### config.mk
export PLATFORM = sky130hd
export DESIGN_NAME = instr_sequencer
export DESIGN_NICKNAME = d
export VERILOG_FILES = /design/src/rtl/instr_sequencer_pkg.sv /design/src/rtl/instr_sequencer_pc_reg.sv /design/src/rtl/instr_sequencer.sv
export SDC_FILE = /design/constraint.sdc
export NUM_CORES = 1
export LEC_CHECK = 0
export BUFFER_PORTS_ARGS = -buffer_cell sky130_fd_sc_hd__clkbuf_2
export CAP_MARGIN = 10
export CORE_ASPECT_RATIO = 0.5
export CORE_MARGIN = 1
export CORE_UTILIZATION = 34
export CTS_CLUSTER_DIAMETER = 60
export DETAILED_ROUTE_END_ITERATION = 6
export GPL_TIMING_DRIVEN = 0
export MAX_ROUTING_LAYER = met4
export SYNTH_ARGS = -nofsm -noshare
export SYNTH_HDL_FRONTEND = slang
export SYNTH_SLANG_ARGS = --single-unit
### constraint.sdc
create_clock -name clk -period 1.99 [get_ports clk]
set_clock_uncertainty 0.15 [all_clocks]
set_input_delay 0.0995 -clock clk [delete_from_list [all_inputs] [get_ports clk]]
set_output_delay 0.0995 -clock clk [all_outputs]
set_load 0.05 [all_outputs]
### src/rtl/instr_sequencer_pkg.sv
// rtl/instr_sequencer_pkg.sv - shared state type, widths and next-state helper for the instruction sequencer
package instr_sequencer_pkg;

  localparam int PC_WIDTH_DEF = 11;
  localparam int COUNT_WIDTH  = 16;

  typedef enum logic [2:0] {
    IDLE,
    FETCH_I,
    FETCH_D,
    EXEC,
    SAVE,
    HALTED
  } seq_state_t;

  // halt_req is only honoured at the end of SAVE so an instruction is never cut short
  function automatic seq_state_t seq_next(seq_state_t s, logic run, logic halt_req,
                                          logic mem_ready);
    case (s)
      IDLE:    seq_next = run ? FETCH_I : IDLE;
      FETCH_I: seq_next = mem_ready ? FETCH_D : FETCH_I;
      FETCH_D: seq_next = EXEC;
      EXEC:    seq_next = SAVE;
      SAVE:    seq_next = halt_req ? HALTED : FETCH_I;
      HALTED:  seq_next = (run && !halt_req) ? FETCH_I : HALTED;
      default: seq_next = IDLE;
    endcase
  endfunction

endpackage

### src/rtl/instr_sequencer_pc_reg.sv
// rtl/instr_sequencer_pc_reg.sv - program counter with captured next-pc and jump mux
import instr_sequencer_pkg::*;

module pc_reg #(
  parameter int          PC_WIDTH = PC_WIDTH_DEF,
  parameter int unsigned PC_RESET = 0
) (
  input  logic                clk,
  input  logic                reset,
  input  logic                capture,
  input  logic                update,
  input  logic                jump_en,
  input  logic [PC_WIDTH-1:0] jump_addr,
  output logic [PC_WIDTH-1:0] pc
);

  logic [PC_WIDTH-1:0] next_pc;

  // next_pc is latched during EXEC but only becomes visible on pc when SAVE ends
  always_ff @(posedge clk) begin
    if (!reset) begin
      pc      <= PC_WIDTH'(PC_RESET);
      next_pc <= PC_WIDTH'(PC_RESET);
    end else begin
      if (capture) next_pc <= jump_en ? jump_addr : pc + PC_WIDTH'(1);
      if (update)  pc      <= next_pc;
    end
  end

endmodule

### src/rtl/instr_sequencer.sv
// rtl/instr_sequencer.sv - four-phase instruction sequencer with halt/resume and retired-instruction counter
import instr_sequencer_pkg::*;

module instr_sequencer #(
  parameter int          PC_WIDTH = PC_WIDTH_DEF,
  parameter int unsigned PC_RESET = 0
) (
  input  logic                   clk,
  input  logic                   reset,
  input  logic                   run,
  input  logic                   halt_req,
  input  logic                   mem_ready,
  input  logic                   jump_en,
  input  logic [PC_WIDTH-1:0]    jump_addr,
  output logic [PC_WIDTH-1:0]    pc,
  output logic                   fetch_instr,
  output logic                   fetch_data,
  output logic                   alu_out,
  output logic                   file_save,
  output logic                   busy,
  output logic [COUNT_WIDTH-1:0] instr_count
);

  seq_state_t state;
  seq_state_t state_nxt;

  assign state_nxt = seq_next(state, run, halt_req, mem_ready);

  // Enables are decoded from the next state so each one is high exactly while its state is current
  always_ff @(posedge clk) begin
    if (!reset) begin
      state       <= IDLE;
      fetch_instr <= 1'b0;
      fetch_data  <= 1'b0;
      alu_out     <= 1'b0;
      file_save   <= 1'b0;
      busy        <= 1'b0;
      instr_count <= '0;
    end else begin
      state       <= state_nxt;
      fetch_instr <= (state_nxt == FETCH_I);
      fetch_data  <= (state_nxt == FETCH_D);
      alu_out     <= (state_nxt == EXEC);
      file_save   <= (state_nxt == SAVE);
      busy        <= (state_nxt != IDLE) && (state_nxt != HALTED);
      if (state == SAVE && instr_count != '1)
        instr_count <= instr_count + COUNT_WIDTH'(1);
    end
  end

  pc_reg #(
    .PC_WIDTH (PC_WIDTH),
    .PC_RESET (PC_RESET)
  ) u_pc_reg (
    .clk       (clk),
    .reset     (reset),
    .capture   (state == EXEC),
    .update    (state == SAVE),
    .jump_en   (jump_en),
    .jump_addr (jump_addr),
    .pc        (pc)
  );

endmodule

[Yosys cells after proc, flatten, opt, wreduce, memory -nomap -nowiden]
Cells that the tools add are included.
W data, S select, Z words.
Cells by class
  add/sub/neg operators: 2
  equality and inequality tests: 11
  multiplexer cells: 6
  reduce and logical (&&, ||, !) cells: 6
Operators with widths (number)
  $pmux W3 S6: 1
  $add A16 B1 Y16 const B: 1
  $ne A16 B16 Y1 const B: 1
  $eq A3 B2 Y1 const B: 4
  $add A11 B1 Y11 const B: 1
  $mux W11: 1
  $eq A3 B3 Y1 const B: 3
  $eq A3 B1 Y1 const B: 2
  $mux W3: 2
  $logic_and A1 B1 Y1: 3
  $logic_not A3 Y1: 1
  $ne A3 B3 Y1 const B: 1
  $reduce_bool A3 Y1: 1
  $mux W2: 1
  $logic_not A1 Y1: 1
  $mux W1: 1
Storage, ports and cells
  bits in registers: 46

[Logic depth before layout (Yosys ltp)]
Gate-level depths: netlist of run 1.
  word-level depth: 6
  mapped depth: 6
  mapped depth without buffers: 5

[By module]
Synthesis of run 1 repeated with hierarchy kept, for this count alone.
Second synthesis, totals
  cell total of the unflattened synthesis: 252
  area total of the unflattened synthesis: 2208.4 um2
Modules (own cells, without submodules)
  instr_sequencer: instances 1, cells an instance 136, area an instance 1138.6 um2, sequential area each 480.5 um2
  pc_reg: instances 1, cells an instance 116, area an instance 1069.8 um2, sequential area each 440.4 um2

[Worst setup path before layout of run 1]
OpenSTA, ideal clock, no wires.
  path type: reg-to-reg
  start: reg instr_count[0]
  end: reg instr_count[1]
  library setup time: 128 ps
  data arrival time: 2171 ps
  path slack: -458 ps
  stages on the path, launching flop included: 7
  path buffers: 1
  cell sequence: dfxtp_1 > ha_1 > nand3_1 > o41ai_1 > buf_2 > mux2i_1 > nor2_1
On the way
  longest elaborated chain between the ends: 2
RTL lines
  start: declaration: line instr_sequencer.sv:21  | output logic [COUNT_WIDTH-1:0] instr_count
  start signal: assignment: line instr_sequencer.sv:47  | instr_count <= instr_count + COUNT_WIDTH'(1);
  parallel branches: the longest is 2 deep, another holds $add A16 B1 Y16
Parallel ways; which one is timed is not known.
A chain may end at the register's enable or synchronous reset.

[Worst setup path in the final report of run 1]
  start: reg state[1]
  end: reg instr_count[9]
On the way
  longest elaborated chain between the ends: 2
RTL lines
  start: declaration: line instr_sequencer.sv:24  | seq_state_t state;
  start signal: assignment: line instr_sequencer.sv:40  | state <= state_nxt;
  $eq A3 B3 Y1: line instr_sequencer.sv:46  | if (state == SAVE && instr_count != '1)
  $logic_and A1 B1 Y1: line instr_sequencer.sv:46
No other way between the ends.

==> results.md, run 1 <==
- Status: finished, final reports clean
- Share of layout cells above drive strength 1: 0.3196
- Longest Clk Path Bufs: 2
- Avg Inst Size Synth: 8.128 um^2
- Vias in the first global route: 1942
- Met1 GRT Util: 0.2404
- Kind of critical path: reg2reg
- Net count reported at finish: 359
- CP Launch Type: register
- Router iterations before antenna repair: 4
- Slew Limit Fails: 0
- Fin crit share: 0.9927
- Yosys warns: 0
- Largest net degree at the start of global routing: 15
- Yosys top cell by area: dfxtp_1
- First-pass GRT wire length: ~9 mm
- Initial antenna violation count: 0
- Final Critical Period: 1.975 ns
- Largest register FFs: 16
- Top fanout value on the critical path: 7
- Die area: 6652 um^2
- Worst slew margin: 0.6442
- Detailed Route Iter0 Violations: 88
- PwrDens: 649.7 nW/um^2
- Placement Rows: 20
- Routability cong.: 0.7737
- Synthesized area: ~2100 um^2
- Worst Path Arrival: 2.03 ns
- Initial Util: 0.3529
- Core ar.: approximately 6000 um^2
- Drt wl/cell: approximately 13 um
- RSZ-0062 raised after global routing: yes
- M3 GR Usage: 0.03766
- Post-synth net total: approximately 280
- Ys flop type: dfxtp_1
- Peak supply drop: between 0.0004 and 0.0005 V
- Worst min path class: in2reg
- Vias per Instance: roughly 5.1
- Final hold slack: 0.01426 ns
- Root Buffer: clkbuf_16
- N_diodes: 0
- FFs w/ async S/R, synth: 0
- Mapped Cells: 264
- Worst-Margin Slew: 0.5337 ns
- Detailed Route WL: 5.731 mm
- Detailed Place HPWL: 3.969 mm
- H-tree levels: 2
- Unique masters post-synth: 43
- GR Overflow Total: 0
- Grt peak-use layer: met2
- GR Layer Usage met2: 0.2788
- EDFF count, synth: 0
- Clock transition at path regs: roughly 0.070 ns
- Sequential element share of the synthesized area: 0.4292
- Maxcap violations: 0
- Synth Register Bits: 46
- CP Data Required Time: 2.05 ns
- Die Width: 114.4 um
- Setup violations, final: 0
- Largest cells by area after synthesis: dfxtp_1 43%, a21oi_1 7.0%, nand2_1 6.3%
- Total power draw: 1.927 mW
- P&R area growth vs syn: 38.25%
- Leakage: 1.098 nW
- Port Buffers: 48
- Chip height: 58.18 um
- Gr usage total: 0.1822
- Via count: 2184
- DRT antenna net count: 0
- CP endpoint kind: register
- IO Count: 49
- Clk_lat worst skew: approximately 0.28 ns
- TritonCTS clock tree: done
- Yosys top cell area share: 0.4292
- Max Freq: 506.2 MHz
- Cts bufs inserted: 5
- CTS sink cnt: 46
- Hold Fails Final Rpt: 0
- Remaining DRCs: 0
==> routing by layer <==
layer / vias up / wire [um]
li1: 1102 / -
met1: 1030 / 2771
met2: 50 / 2706
met3: 2 / 232
met4: 0 / 21
met5: - / 0
==> cells in the mapped netlist, drive strengths merged (4+ instances only) <==
cell	n
nand2	36
nor3	9
o311ai	4
a21oi	30
or3	7
mux2i	4
o31ai	5
or4	5
nor2	12
o21ai	13
nand3	14
dfxtp	46
clkbuf	13
inv	7
nand2b	9
o21a	4
nand4	6
xnor2	5
==> worst paths after layout <==
path	start	to	slack, ns	depth (start not counted)
hold / removal	jump_addr[1]	u_pc_reg.next_pc[1]$_SDFFE_PN0N_	0.01	3
hold reg to reg	u_pc_reg.next_pc[0]$_SDFFE_PN0N_	u_pc_reg.pc[0]$_SDFFE_PN0N_	0.30	2
setup / recovery	state[1]$_SDFF_PN0_	instr_count[9]$_SDFFE_PN0P_	0.01	4
setup reg to reg	state[1]$_SDFF_PN0_	instr_count[9]$_SDFFE_PN0P_	0.01	4
==> placed cells by master, fill, tap and decap left out, types with 7 or more instances in the layout <==
cell and n:
nor3_1 9, dfxtp_4 9, buf_4 15, clkbuf_1 9, nor2_1 12, dfxtp_2 14
clkbuf_2 51, o21ai_0 13, dlygate4sd3_1 7, dfxtp_1 23, a21oi_1 29, nand3_1 13
nand2b_1 9, inv_1 7, nand2_1 36
==> critical path, stage by stage (launching register included) <==
cell,delay [ns]
dfxtp_4,0.35
or3b_4,0.39
or3_4,0.38
or4_4,0.49
a21oi_2,0.14
==> what timing repair did <==
action,CTS,global route
hold endpoints to repair,6,0
pin swaps,7,7
resized for setup,10,12
endpoints found under the setup margin,19,32
hold buffers,7,0
buffers inserted,9,6
gates cloned,0,1
==> cell type report <==
| class | instances | area (um^2) |
|---|---|---|
| fill | 614 | 3114 |
| multi-input combinational | 195 | 1209 |
| sequential | 46 | 972.2 |
| timing repair buffer | 71 | 434.2 |
| clock buffer | 6 | 138.9 |
| tap | 88 | 110.1 |
| buffer | 13 | 60.06 |
| inverter | 8 | 30.03 |
| clock inverter | 2 | 12.51 |
==> cells by family after synthesis <==
logic type               count (synthesis)  synth area share
AND/OR/NAND/NOR                        116            0.2822
AO/OA/AOI/OAI                           67            0.1924
flip-flops                              46            0.4292
buffers and inverters                   23           0.04140
XOR/XNOR                                 6           0.02449
multiplexers                             4           0.01866
adder cells (fa/ha/maj)                  2           0.01166
==> per-stage QoR <==
stage	util	std cells	area, um^2	setup TNS, ns	setup slack, ns
3_5_place_dp	0.4216	400	2564	-1.119	-0.1994
3_3_place_gp	0.4216	400	2564	-0.8086	-0.1860
4_1_cts	0.4778	424	2905	-0.1878	-0.05268
5_1_grt	0.4879	429	2967	-0.1092	-0.03207
2_1_floorplan	-	264	2213	0	0.009369
6_report	0.4879	429	2967	0	0.01460
==> power breakdown <==
group	internal [mW]	switching, mW	total (mW)
clock	0.497	0.347	0.844
sequential	0.924	0.00659	0.930
combinational	0.0592	0.0940	0.153
total	1.48	0.447	1.93
No activity file was read; power rests on OpenSTA's default activity.
==> run 2, diff against run 1 <==
CORE_ASPECT_RATIO = default   (was 0.5)
==> run 2 against run 1 <==
Net effect:
- the flow now finishes with violations (negative setup slack)
- design area down 3.8%
- fmax down 2.0%
- hold slack worse by 0.0085 ns
- core utilization down 1.1 points
- clock power down 33%
- total power down 14%
- sequential cell count unchanged
==> results.md, run 2 (synthesis results as in run 1) <==
- Peak supply drop: 0.0002607 V (-37%)
- CP Data Required Time: 2.08 ns (+0.03 ns)
- Hold Fails Final Rpt: 0 (unchanged)
- GR Overflow Total: 0 (unchanged)
- Worst Path Arrival: 2.10 ns (+0.07 ns)
- Top fanout value on the critical path: 5 (-2)
- Worst-Margin Slew: 0.6002 ns (+0.06642 ns)
- DR top layer: met4
- Vias per Instance: 5.291 (+3.9%)
- P_int: 1.235 mW (-17%)
- Worst min path class: in2reg
- Detailed Place HPWL: 3.894 mm (-1.9%)
- Fin crit share: 1.013 (+0.01988)
- Setup violations, final: 2 (+2)
- Clock transition at path regs: 0.09 ns (+0.02 ns)
- Net count reported at finish: 356 (-0.84%)
- RSZ-0062 raised after global routing: yes
- Gr usage total: 0.1851 (+0.002892)
- Metal-1 WL: 2.774 mm (+0.11%)
- Largest net degree at the start of global routing: 14 (-1)
- IO Count: 49 (unchanged)
- Root Buffer: clkbuf_8
- First-pass GRT wire length: 9.011 mm (-1.7%)
- Core ar.: 5991 um^2 (-1.5%)
- Pre-CTS WS: -0.1483 ns (+0.05109 ns)
- WL met3: 208 um (-10%)
- DRT antenna net count: 0 (unchanged)
- Clk_lat worst skew: 0.30 ns (+0.02 ns)
- Longest Clk Path Bufs: 2 (unchanged)
- Largest register FFs: 16 (unchanged)
- Worst setup endpoint: instr_count[14]$_SDFFE_PN0P_
- Detailed Route Iter0 Violations: 112 (+27%)
- R2r startpoint: state[1]$_SDFF_PN0_
- H-tree levels: 2 (unchanged)
- CP endpoint kind: register
- Leakage: 1.058 nW (-3.7%)
- Initial antenna violation count: 0 (unchanged)
- Design area: 2854 um^2 (-3.8%)
- Reg2Reg Depth: 5 (+1)
- Worst setup margin: -0.02497 ns (-0.03956 ns)
- Maxcap violations: 0 (unchanged)
- P&R area growth vs syn: 33.00%
- Via count: 2185 (+0.046%)
- PwrDens: 578.7 nW/um^2 (-11%)
- Share of power burned in the clock network: 0.340 (-0.098)
- N_diodes: 0 (unchanged)
- CP Launch Type: register
- Drt wl/cell: 14.07 um (+5.3%)
- Failing checks: negative setup slack
- Commonest non-fill, non-tap cells in the layout: 51 x clkbuf_2, 36 x nand2_1, 28 x a21oi_1
- Remaining DRCs: 0 (unchanged)
- Met2 wire length: 2.747 mm (+1.5%)
- Comb power frac: 0.097 (+0.018)
- Switch share: 0.2521 (+0.01999)
- Placement Rows: 28 (+40%)
- Routability cong.: 0.8061 (+4.2%)
- Setup crit start: state[1]$_SDFF_PN0_
- Vias in the first global route: 1883 (-3.0%)
- Net Switching: 0.4163 mW (-6.9%)
- Share of layout cells above drive strength 1: 0.3047 (-0.01491)
- Detailed Route WL: 5.811 mm (+1.4%)
- Fillers: 611 (-0.49%)
- CTS sink cnt: 46 (unchanged)
- Flop pwr share: 0.563 (+0.080)
- Max Freq: 496.3 MHz (-2.0%)
- Most common cell after layout, fill and taps aside: clkbuf_2
- Router iterations before antenna repair: 4 (unchanged)
- Chip height: 81.45 um (+40%)
- Kind of critical path: reg2reg
- Reg-to-reg endpoint: instr_count[14]$_SDFFE_PN0P_
- Status: finished with violations
- Port Buffers: 48 (unchanged)
- Post-layout utilization of the core: 0.4764 (-0.01146)
- Die area: 6633 um^2 (-0.29%)
- Die Width: 81.45 um (-29%)
- Slew Limit Fails: 0 (unchanged)
- Post-place instance area: 2547 um^2 (-0.63%)
- Cts bufs inserted: 5 (unchanged)
- Final Critical Period: 2.015 ns (+0.03956 ns)
- TritonCTS clock tree: done
- Total power draw: 1.651 mW (-14%)
- Worst slew margin: 0.5999 (-0.04428)
- Initial Util: 0.3582 (+0.005306)
- FF-to-FF setup slack: -0.02 ns (-0.04 ns)
[run 2: timing repair]
action,in CTS,in global routing
resized for setup,5,16
hold buffers,8,0
pin swaps,2,9
setup endpoints to repair,14,32
setup buffers,2,10
hold endpoints to repair,7,0
[run 2: worst min path at each step]
stage,startpoint,endpoint,slack (ns),cells past startpoint
4_1_cts,reset,instr_count[12]$_SDFFE_PN0P_,0.01,3
3_3_place_gp,run,busy$_SDFF_PN0_,0.23,2
3_5_place_dp,run,busy$_SDFF_PN0_,0.24,2
2_1_floorplan,run,busy$_SDFF_PN0_,0.11,1
6_report,reset,instr_count[12]$_SDFFE_PN0P_,0.006,3
5_1_grt,reset,instr_count[12]$_SDFFE_PN0P_,0.02,3
[run 2: final cells by class]
type	count	area, um^2	area share
repair buffers	68	414.1	0.1451
flip-flops and latches	46	972.2	0.3406
clock buffers	8	80.08	0.02806
inverters	8	30.03	0.01052
plain buffers	13	56.30	0.01973
well taps	75	93.84	0.03288
multi-input cells	195	1207	0.4231
[run 2: stage by stage]
step / hold slack [ns] / setup TNS (ns) / cells
detailed placement: 0.2356 / -1.067 / 387
global route: 0.01577 / -0.1397 / 413
floorplan: 0.1055 / 0 / 264
global placement: 0.2314 / -0.8123 / 387
finish: 0.005801 / -0.04463 / 413
CTS: 0.01051 / -0.07296 / 405
[run 2: worst max-delay path, cell delays in order (launching register included)]
cell,delay [ns]
dfxtp_4,0.35
or3b_4,0.39
buf_6,0.12
a2111o_1,0.46
or3_4,0.36
a21oi_2,0.12
[run 2: power by group through the flow]
stage          clock network, mW  registers (mW)  logic, mW
2_1_floorplan                  0           0.974     0.0673
3_3_place_gp                   0           0.951      0.136
3_5_place_dp                   0           0.951      0.138
4_1_cts                    0.585           0.930      0.154
5_1_grt                    0.621           0.931      0.173
6_report                   0.562           0.929      0.160
[run 2: routing by layer]
layer  vias up  GRT usage
li1       1110          -
met1      1028     0.2364
met2        40     0.2950
met3         7    0.03667
met4         0    0.05357
met5         -          -
